File: src/rtl/pipe_stage_reg.sv
// Inter-stage pipeline register: a two-entry skid buffer with valid/ready handshaking,
// flush to bubble, control masking on empty stages and a saturating stall counter.
module pipe_stage_reg #(
    parameter int DATA_W = 64,
    parameter int CTRL_W = 13,
    parameter int CNT_W  = 16
) (
    input  logic              clk,
    input  logic              reset,
    input  logic              flush,
    input  logic              in_valid,
    output logic              in_ready,
    input  logic [DATA_W-1:0] in_data,
    input  logic [CTRL_W-1:0] in_ctrl,
    output logic              out_valid,
    input  logic              out_ready,
    output logic [DATA_W-1:0] out_data,
    output logic [CTRL_W-1:0] out_ctrl,
    output logic [1:0]        occupancy,
    output logic [CNT_W-1:0]  stall_cnt
);

    typedef enum logic [1:0] {
        EMPTY = 2'd0,
        ONE   = 2'd1,
        TWO   = 2'd2
    } state_t;

    localparam logic [CNT_W-1:0] CNT_MAX = {CNT_W{1'b1}};

    state_t            state_q, state_d;
    logic [DATA_W-1:0] main_data_q, main_data_d;
    logic [CTRL_W-1:0] main_ctrl_q, main_ctrl_d;
    logic [DATA_W-1:0] skid_data_q, skid_data_d;
    logic [CTRL_W-1:0] skid_ctrl_q, skid_ctrl_d;
    logic [CNT_W-1:0]  stall_cnt_q, stall_cnt_d;

    logic in_fire;
    logic out_fire;

    // in_ready depends only on registered state, so out_ready never reaches upstream combinationally.
    assign in_ready  = (state_q != TWO);
    assign out_valid = (state_q != EMPTY);
    assign in_fire   = in_valid & in_ready;
    assign out_fire  = out_valid & out_ready;
    assign out_data  = main_data_q;
    assign out_ctrl  = out_valid ? main_ctrl_q : '0;
    assign occupancy = state_q;
    assign stall_cnt = stall_cnt_q;

    always_comb begin
        state_d     = state_q;
        main_data_d = main_data_q;
        main_ctrl_d = main_ctrl_q;
        skid_data_d = skid_data_q;
        skid_ctrl_d = skid_ctrl_q;

        unique case (state_q)
            EMPTY: begin
                if (in_fire) begin
                    state_d     = ONE;
                    main_data_d = in_data;
                    main_ctrl_d = in_ctrl;
                end
            end
            ONE: begin
                if (in_fire && out_fire) begin
                    main_data_d = in_data;
                    main_ctrl_d = in_ctrl;
                end else if (in_fire) begin
                    state_d     = TWO;
                    skid_data_d = in_data;
                    skid_ctrl_d = in_ctrl;
                end else if (out_fire) begin
                    state_d = EMPTY;
                end
            end
            TWO: begin
                if (out_fire) begin
                    state_d     = ONE;
                    main_data_d = skid_data_q;
                    main_ctrl_d = skid_ctrl_q;
                end
            end
            default: state_d = EMPTY;
        endcase

        // Flush only resets occupancy; stale data is hidden by the ctrl mask.
        if (flush) begin
            state_d = EMPTY;
        end
    end

    always_comb begin
        stall_cnt_d = stall_cnt_q;
        if (out_valid && !out_ready && !flush && (stall_cnt_q != CNT_MAX)) begin
            stall_cnt_d = stall_cnt_q + 1'b1;
        end
    end

    always_ff @(posedge clk or posedge reset) begin
        if (reset) begin
            state_q     <= EMPTY;
            main_data_q <= '0;
            main_ctrl_q <= '0;
            skid_data_q <= '0;
            skid_ctrl_q <= '0;
            stall_cnt_q <= '0;
        end else begin
            state_q     <= state_d;
            main_data_q <= main_data_d;
            main_ctrl_q <= main_ctrl_d;
            skid_data_q <= skid_data_d;
            skid_ctrl_q <= skid_ctrl_d;
            stall_cnt_q <= stall_cnt_d;
        end
    end

endmodule
File: config.mk
export PLATFORM = sky130hd
export DESIGN_NAME = pipe_stage_reg
export DESIGN_NICKNAME = d
export VERILOG_FILES = /design/src/rtl/pipe_stage_reg.sv
export SDC_FILE = /design/constraint.sdc
export NUM_CORES = 1
export LEC_CHECK = 0
export ABC_AREA = 1
export CAP_MARGIN = 20
export CORE_UTILIZATION = 50
export CTS_BUF_LIST = sky130_fd_sc_hd__clkbuf_16
export DETAILED_ROUTE_END_ITERATION = 10
export PLACE_DENSITY_LB_ADDON = 0.3
export SETUP_SLACK_MARGIN = 0.15
export SYNTH_ARGS = -nofsm -noshare
export SYNTH_HDL_FRONTEND = slang
export SYNTH_SLANG_ARGS = --single-unit
File: constraint.sdc
create_clock -name clk -period 8.1 [get_ports clk]
set_clock_uncertainty 0.05 [all_clocks]
set_input_delay 2.025 -clock clk [delete_from_list [all_inputs] [get_ports clk]]
set_output_delay 2.025 -clock clk [all_outputs]
set_load 0.03 [all_outputs]
==> reports/qor.csv <==
metric,value,unit
status,"complete, no violations",
worst_ep_arrival_time,2.91,ns
row_count,45,
portBuffers,178,
finalNetCount,1165,
cap_violations,0,
vias,6722,
die_x,126,um
cts_tree,yes,
rsz0062_at_grt,no,
routed_wirelength,18800,um
setup_viol,0,
slew_violations,0,
final_cell_mix,"nand2_1, clkdlybuf4s50_1, dfrtp_1",
p_per_area,265,nW/um^2
hold_depth,2,
worstMarginPinSlew,0.967,ns
hold_buffers,0,
dieArea,15900,sq um
layout_commonest_cell,nand2_1,
synthToLayoutAreaGrowth,31.7,%
drive_gt1_share,4.57,%
endpoint_kind,output pin,
num_antenna_cells,0,
die_h,126,um
insertion_delay,0.42,ns
crit_fanout,68,
ir_worst_vdd,0.184,mV
antenna_found_initial,0,
hp-class,register to register,
io_pins,179,
drt-initial-drc-count,505,
ys_seq_area_share,55.9,%
fin_crit_sh,61.6,%
relSlewSlack,35.5,%
postCtsSetupRepairBufs,0,
path_clk_slew,0.06,ns
grt_max_degree,106,
cp.required,6.03,ns
cp_cell_sequence,"inv_2, buf_4, nand2_4, buf_16, clkdlybuf4s50_1",
grt_first_pass_wirelength,31100,um
slowest_delay,0.63,ns
fin_setup_tns,0,ns
start_kind,register,
cts.path.max_buffers,2,
htree_levels,4,
post_synth_num_cell_types,26,
p_leak,4.76,nW
drc,0,
cts_inserted_buffers,17,
gp_congestion,0.860,
cts-resized-gates,0,
grt_pass1_vias,6316,
synth_nets,1017,
crit_path_top_delay_cell,clkdlybuf4s50_1,
fin_area,10100,sq um
dp_hpwl,11700,um
finalCriticalPeriod,4.99,ns
setup.worst_path.class,register to output pin,
grt_remaining_overflow,0,
ant_nets,0,
synth_area,7700,sq um
place_area,9490,sq um
synth_cells,934,
initial_core_util,50.9,%
wl_per_cell,14.7,um
yosysWarningCount,0,
r2r_cells,10,
fp.coreArea,15100,sq um
ys_seq_elements,172,
final_hold_viol_count,0,
syn_avg_cell_area,8.25,sq um
track_usage,24.8,%
drt_first_pass_iters,5,
fmax,201,MHz
vias_per_cell,5.24,
ctsRootBufferMaster,clkbuf_16,
numClockSinks,172,
metal layers:
metal,GRT usage [%],share of wire (%),routed length (um)
met3,5.90,6.0,1120
met4,7.37,1.5,282
met5,0,0,0
met2,40.5,49,9300
met1,33.0,43,8110
critical path, delay by kind of cell, from the launching register on:
family                 cells  cell delay [ns]
and+or+nand+nor            1             0.46
DFF                        1             0.41
buffers and inverters      4             1.59
stage by stage:
stage | hold slack (ns) | power (mW) | worst slack, ns | util (%) | instances
6_report | 0.423 | 2.69 | 3.11 | 67.0 | 1283
5_1_grt | 0.446 | 2.83 | 3.01 | 67.0 | 1283
4_1_cts | 0.424 | 2.70 | 2.98 | 66.6 | 1281
3_5_place_dp | 0.409 | 1.86 | 3.07 | 62.6 | 1249
3_3_place_gp | 0.403 | 1.84 | 3.10 | 62.6 | 1249
2_1_floorplan | 0.393 | 1.58 | 1.36 | - | 934
state kept, by name, indices dropped and copies added (netlist names):
signal and count:
main_ctrl_q 13, occupancy 2, out_data 64, skid_ctrl_q 13, skid_data_q 64, stall_cnt 16
power breakdown:
part / leakage [nW] / internal (mW) / total, mW / switching [mW]
Clock: 0.298 / 0.510 / 0.837 / 0.327
Combinational: 2.37 / 0.276 / 0.680 / 0.404
Sequential: 2.09 / 1.05 / 1.17 / 0.118
Total: 4.76 / 1.84 / 2.69 / 0.849
synth_stat cells (all sizes together):
| master | instances | area share, % |
|---|---|---|
| nand2 | 346 | 17 |
| dfrtp | 172 | 56 |
| nor2 | 82 | 4.1 |
| o21ai | 69 | 4.6 |
| nand3 | 64 | 4.2 |
| inv | 60 | 2.9 |
| a31oi | 52 | 4.2 |
| buf | 32 | 2.7 |
| clkbuf | 26 | 1.3 |
| o211ai | 13 | 1.3 |
| xnor2 | 7 | 0.80 |
| nand4 | 5 | 0.41 |
| nor3 | 2 | 0.19 |
| a21oi | 1 | 0.065 |
| ha | 1 | 0.16 |
| o211a | 1 | 0.13 |
| xor2 | 1 | 0.11 |
cells by family (layout without fill, tap and decap cells):
group           Yosys count  after routing  synth area share (%)
xor+xnor                  8              8                 0.910
simple gates            499            499                  25.8
buf+inv                 118            279                  6.90
compound gates          136            136                  10.3
flops                   172            172                  55.9
fa+ha+maj                 1              1                 0.162
path summary, 6_finish.rpt:
check                      slack, ns               to            start
min in group asynchronous       1.93   skid_data_q[4]            reset
setup / recovery                3.11         in_ready     occupancy[0]
hold / removal                  0.42  skid_data_q[23]  skid_data_q[23]
max in group asynchronous       5.08     out_data[49]            reset
setup reg to reg                4.11   main_ctrl_q[2]     occupancy[0]
hold reg to reg                 0.42  skid_data_q[23]  skid_data_q[23]
area by class of cell:
| type | count | area (sq um) |
|---|---|---|
| Clock inverter | 15 | 181 |
| Sequential cell | 172 | 4310 |
| Tap cell | 188 | 235 |
| Inverter | 60 | 231 |
| Fill cell | 1202 | 5000 |
| Clock buffer | 17 | 425 |
| Multi-Input combinational cell | 644 | 2880 |
| Timing Repair Buffer | 187 | 1890 |
No activity file was read; power rests on OpenSTA's default activity.
